==> config.mk <==
export PLATFORM = sky130hd
export DESIGN_NAME = fwd_hazard_scoreboard
export DESIGN_NICKNAME = d
export VERILOG_FILES = /design/src/rtl/fwd_hazard_scoreboard.sv
export SDC_FILE = /design/constraint.sdc
export NUM_CORES = 1
export LEC_CHECK = 0
export CAP_MARGIN = 20
export CORE_MARGIN = 3
export CORE_UTILIZATION = 35
export DETAILED_ROUTE_END_ITERATION = 12
export SYNTH_ARGS = -nofsm -noshare
export SYNTH_HDL_FRONTEND = slang
export SYNTH_SLANG_ARGS = --single-unit
==> constraint.sdc <==
create_clock -name clk -period 2.8 [get_ports clk]
set_clock_uncertainty 0.05 [all_clocks]
set_input_delay 0.56 -clock clk [delete_from_list [all_inputs] [get_ports clk]]
set_output_delay 0.56 -clock clk [all_outputs]
set_load 0.005 [all_outputs]
==> src/rtl/fwd_hazard_scoreboard.sv <==
`default_nettype none
// ============================================================================
// Module   : fwd_hazard_scoreboard
// Purpose  : Tracks post-EX writers and produces EX forwarding selects plus
//            the load-use / no-forward stall request for the ID instruction.
// Revision : 1.0
// ============================================================================
module fwd_hazard_scoreboard #(
    parameter int NUM_SRC          = 2,
    parameter int NUM_FWD_STAGES   = 2,
    parameter int REG_ADDR_W       = 5,
    parameter int LOAD_READY_STAGE = 1,
    parameter int FWD_ENABLE       = 1,
    parameter int SEL_W            = $clog2(NUM_FWD_STAGES + 1),
    parameter int CNT_W            = 32
) (
    input  logic                          clk,
    input  logic                          reset,
    input  logic                          ex_valid,
    input  logic [REG_ADDR_W-1:0]         ex_rd,
    input  logic                          ex_reg_write,
    input  logic                          ex_is_load,
    input  logic [NUM_SRC*REG_ADDR_W-1:0] ex_rs,
    input  logic [NUM_SRC*REG_ADDR_W-1:0] id_rs,
    input  logic [NUM_SRC-1:0]            id_rs_used,
    input  logic                          id_valid,
    output logic [NUM_SRC*SEL_W-1:0]      fwd_sel,
    output logic                          stall,
    output logic [CNT_W-1:0]              stall_count
);

    localparam logic [CNT_W-1:0] c_cnt_max = {CNT_W{1'b1}};

    logic                  r_valid     [NUM_FWD_STAGES];
    logic [REG_ADDR_W-1:0] r_rd        [NUM_FWD_STAGES];
    logic                  r_reg_write [NUM_FWD_STAGES];
    logic                  r_is_load   [NUM_FWD_STAGES];
    logic [CNT_W-1:0]      r_stall_count;

    logic [NUM_SRC*SEL_W-1:0] w_fwd_sel;
    logic                     w_stall;
    logic [REG_ADDR_W-1:0]    w_ex_src;
    logic [REG_ADDR_W-1:0]    w_id_src;

    // x0 is hardwired to zero, so it never counts as a real write.
    function automatic logic writes_reg(input logic v, input logic rw,
                                        input logic [REG_ADDR_W-1:0] rd,
                                        input logic [REG_ADDR_W-1:0] r);
        return v && rw && (rd == r) && (r != '0);
    endfunction

    always_ff @(posedge clk) begin
        if (reset) begin
            for (int k = 0; k < NUM_FWD_STAGES; k++) begin
                r_valid[k]     <= 1'b0;
                r_rd[k]        <= '0;
                r_reg_write[k] <= 1'b0;
                r_is_load[k]   <= 1'b0;
            end
        end else begin
            r_valid[0]     <= ex_valid;
            r_rd[0]        <= ex_rd;
            r_reg_write[0] <= ex_reg_write;
            r_is_load[0]   <= ex_is_load;
            for (int k = 1; k < NUM_FWD_STAGES; k++) begin
                r_valid[k]     <= r_valid[k-1];
                r_rd[k]        <= r_rd[k-1];
                r_reg_write[k] <= r_reg_write[k-1];
                r_is_load[k]   <= r_is_load[k-1];
            end
        end
    end

    // Scan oldest to youngest so the youngest matching writer is the last to land.
    always_comb begin
        w_fwd_sel = '0;
        w_ex_src  = '0;
        if (FWD_ENABLE != 0) begin
            for (int i = 0; i < NUM_SRC; i++) begin
                w_ex_src = ex_rs[i*REG_ADDR_W +: REG_ADDR_W];
                for (int k = NUM_FWD_STAGES - 1; k >= 0; k--) begin
                    if (writes_reg(r_valid[k], r_reg_write[k], r_rd[k], w_ex_src))
                        w_fwd_sel[i*SEL_W +: SEL_W] = SEL_W'(k + 1);
                end
            end
        end
    end

    // EX slot is position -1, so its readiness test uses 0 < threshold.
    always_comb begin
        w_stall  = 1'b0;
        w_id_src = '0;
        if (id_valid) begin
            for (int i = 0; i < NUM_SRC; i++) begin
                w_id_src = id_rs[i*REG_ADDR_W +: REG_ADDR_W];
                if (id_rs_used[i]) begin
                    if (FWD_ENABLE != 0) begin
                        if (writes_reg(ex_valid, ex_reg_write, ex_rd, w_id_src) &&
                            ex_is_load && (LOAD_READY_STAGE > 0))
                            w_stall = 1'b1;
                        for (int k = 0; k < NUM_FWD_STAGES; k++) begin
                            if (writes_reg(r_valid[k], r_reg_write[k], r_rd[k], w_id_src) &&
                                r_is_load[k] && (k + 1 < LOAD_READY_STAGE))
                                w_stall = 1'b1;
                        end
                    end else begin
                        if (writes_reg(ex_valid, ex_reg_write, ex_rd, w_id_src))
                            w_stall = 1'b1;
                        for (int k = 0; k < NUM_FWD_STAGES; k++) begin
                            if (writes_reg(r_valid[k], r_reg_write[k], r_rd[k], w_id_src) &&
                                (k + 1 < NUM_FWD_STAGES))
                                w_stall = 1'b1;
                        end
                    end
                end
            end
        end
    end

    always_ff @(posedge clk) begin
        if (reset)
            r_stall_count <= '0;
        else if (w_stall && (r_stall_count != c_cnt_max))
            r_stall_count <= r_stall_count + CNT_W'(1);
    end

    assign fwd_sel     = w_fwd_sel;
    assign stall       = w_stall;
    assign stall_count = r_stall_count;

endmodule
`default_nettype wire

==> flow_metrics.tcl <==
set metrics [dict create \
    area_delta_synth_final_pct 48.5 \
    num_rows 29 \
    io_buffers 69 \
    max_cap_viol_count 0 \
    cts.sinks 46 \
    fin_cells 487 \
    synth_area_sq_um 2470 \
    path_class "primary input to output pin" \
    dp.cells 477 \
    r2r_slack_ns 0.51 \
    yosysWarnings 0 \
    synth_top_area_cell "dfxtp_1" \
    synthArstFlopShare_pct 0 \
    path_clk_slew_ns 0.07 \
    layout_common_cells "61 x clkdlybuf4s50_1, 46 x dfxtp_1, 32 x buf_4" \
    overflow 0 \
    grt_max_degree 19 \
    worst_slew_pin_slew_ns 0.695 \
    grt_pass1_vias 2422 \
    clk_latency_ns 0.30 \
    finalCriticalPeriod_ns 2.78 \
    final_core_util_pct 55.4 \
    synth_area_leaders "dfxtp_1 37%, xnor2_1 9.9%, or3_1 5.8%, a21oi_1 5.1%, o21ai_0 5.1%" \
    maxSlewViolCount 0 \
    power_leakage_nw 1.26 \
    initial_core_util_pct 37.3 \
    nets 427 \
    cp.arrival_ns 2.17 \
    dp_hpwl_mm 4.96 \
    antenna_left 0 \
    p_total_mw 1.32 \
    cp-start-kind "primary input" \
    rsz0062_at_grt "true" \
    syn_area_per_cell_sq_um 8.42 \
    power_density_nw_per_um2 361 \
    core_region_area_sq_um 6600 \
    cts_hold_buf 0 \
    worst-path-max-fanout 2 \
    vias 2512 \
    dr.pass1.iters 4 \
    hold_viol 0 \
    wl_mm 6.58 \
    grtUsageTotal_pct 16.2 \
    diodes 0 \
    antenna_found_initial 0 \
    status "finished clean" \
    syn-instance-count 293 \
    root_buffer "clkbuf_8" \
    cp_data_required_time_ns 2.19 \
    drc 0 \
    avgRoutedWirePerCell_um 13.5 \
    critPathCaptureType "output pin" \
    numCtsBuffers 5 \
    die_h_um 89.9 \
    ios 70 \
    peakVddDrop_uv 168 \
    fmax_mhz 360 \
    dieWidth_um 89.9 \
    setup_ws_ns 0.0223 \
    ys_seq_area_share_pct 37.3 \
    hp-class "flop to flop" \
    syn_nets 327 \
    mostFrequentLayoutCell "clkdlybuf4s50_1" \
    ys_types 44 \
    drt-initial-drc-count 69 \
    fin_crit_sh_pct 99.2 \
    vias_per_cell 5.16 \
    cts_max_path_buffers 2 \
    dieArea_sq_um 8090 \
    setup_viol 0 \
    place_congestion 0.784 \
    yosys.area.top_type_share_pct 37.3 \
    htreeDepth 2 \
    synth-seq-cells 46 \
    synth_edf_count 0 \
    cts_tree "done" \
    pre_cts_slack_ns -0.474 \
    synth_flop_cell "dfxtp_1" \
    slew_headroom_pct 53.5 \
    layout-drive-gt1-share_pct 18.5 \
    grt_pass1_wl_mm 11.1 \
    setup-tns-final_ns 0 \
]
cell type report:
type	count	area [sq um]
fill	643	2940
multi-input combinational	232	1570
timing repair buffer	101	925
sequential	46	921
tap	93	116
clock buffer	7	76.3
clock inverter	1	30.0
inverter	7	26.3
metal layers:
| metal | part of all wire, % | vias to the layer above | global-route usage (%) |
|---|---|---|---|
| met5 | 0 | - | 0 |
| met4 | 1.4 | 0 | 4.97 |
| met3 | 4.3 | 10 | 3.01 |
| met2 | 48 | 54 | 28.1 |
| met1 | 46 | 1175 | 20.4 |
| li1 | - | 1273 | - |
critical path: stages:
cell and delay (ns):
clkdlybuf4s50_1 0.43, or4_4 0.52, a21oi_4 0.22, nor4_4 0.06, or2_4 0.25, buf_2 0.13
state kept, by name (all words and copies together), names as in the netlist:
signal / flops
stall_count: 32
r_valid: 2
r_reg_write: 2
r_rd: 10
stage by stage:
step / hold slack [ns] / area [sq um]
final: 0.439 / 3660
after global routing: 0.448 / 3660
after CTS: 0.440 / 3610
after detailed placement: 0.429 / 3470
after global placement: 0.424 / 3470
after floorplan: 0.409 / 2470
power by group:
part           leakage (nW)  switching [mW]  total, mW  internal [mW]
Clock                0.0524           0.217      0.485          0.267
Sequential            0.373         0.00901      0.672          0.663
Combinational         0.832          0.0651      0.164         0.0988
kinds of logic (layout without fill, tap and decap cells):
group           Yosys count  count (layout)  share of synthesized area [%]
compound gates           61              61                           14.3
fa+ha+maj                 1               1                          0.507
xor+xnor                 31              31                           11.0
buf+inv                  15             116                           2.38
flops                    46              46                           37.3
simple gates            135             135                           32.7
mux                       4               4                           1.78
worst paths after layout:
check	startpoint	endpoint	cells past startpoint
worst max-delay path	id_rs[7]	stall	6
worst min register to register	r_valid[0][0]$_SDFF_PP0_	r_valid[0][1]$_SDFF_PP0_	1
worst min-delay path	r_valid[0][0]$_SDFF_PP0_	r_valid[0][1]$_SDFF_PP0_	1
worst max register to register	stall_count[6]$_SDFFE_PP0P_	stall_count[30]$_SDFFE_PP0P_	6
synth_stat cells (2+ instances only):
| master | n |
|---|---|
| mux2_2 | 3 |
| clkbuf_2 | 2 |
| nand4_1 | 12 |
| or3_1 | 23 |
| and3_1 | 4 |
| o211ai_1 | 2 |
| or2_2 | 2 |
| xnor2_1 | 28 |
| nor2b_1 | 16 |
| nand2b_1 | 2 |
| o21ai_0 | 25 |
| inv_1 | 7 |
| nor3_1 | 5 |
| nand2_1 | 16 |
| nand3_1 | 17 |
| nand4_2 | 2 |
| or4_1 | 4 |
| xor2_1 | 3 |
| dfxtp_1 | 46 |
| a21oi_1 | 25 |
| nor4_1 | 6 |
| clkbuf_1 | 6 |
| o21ai_1 | 2 |
| nor2_1 | 14 |
| nor4_2 | 2 |
timing repair:
action | 4_1_cts | 5_1_grt
buffers inserted | 1 | 1
endpoints found under the hold margin | 0 | 0
pin swaps | 7 | 8
setup endpoints to repair | 5 | 6
gates resized for setup | 23 | 10
(Power assumes the default switching activity.)
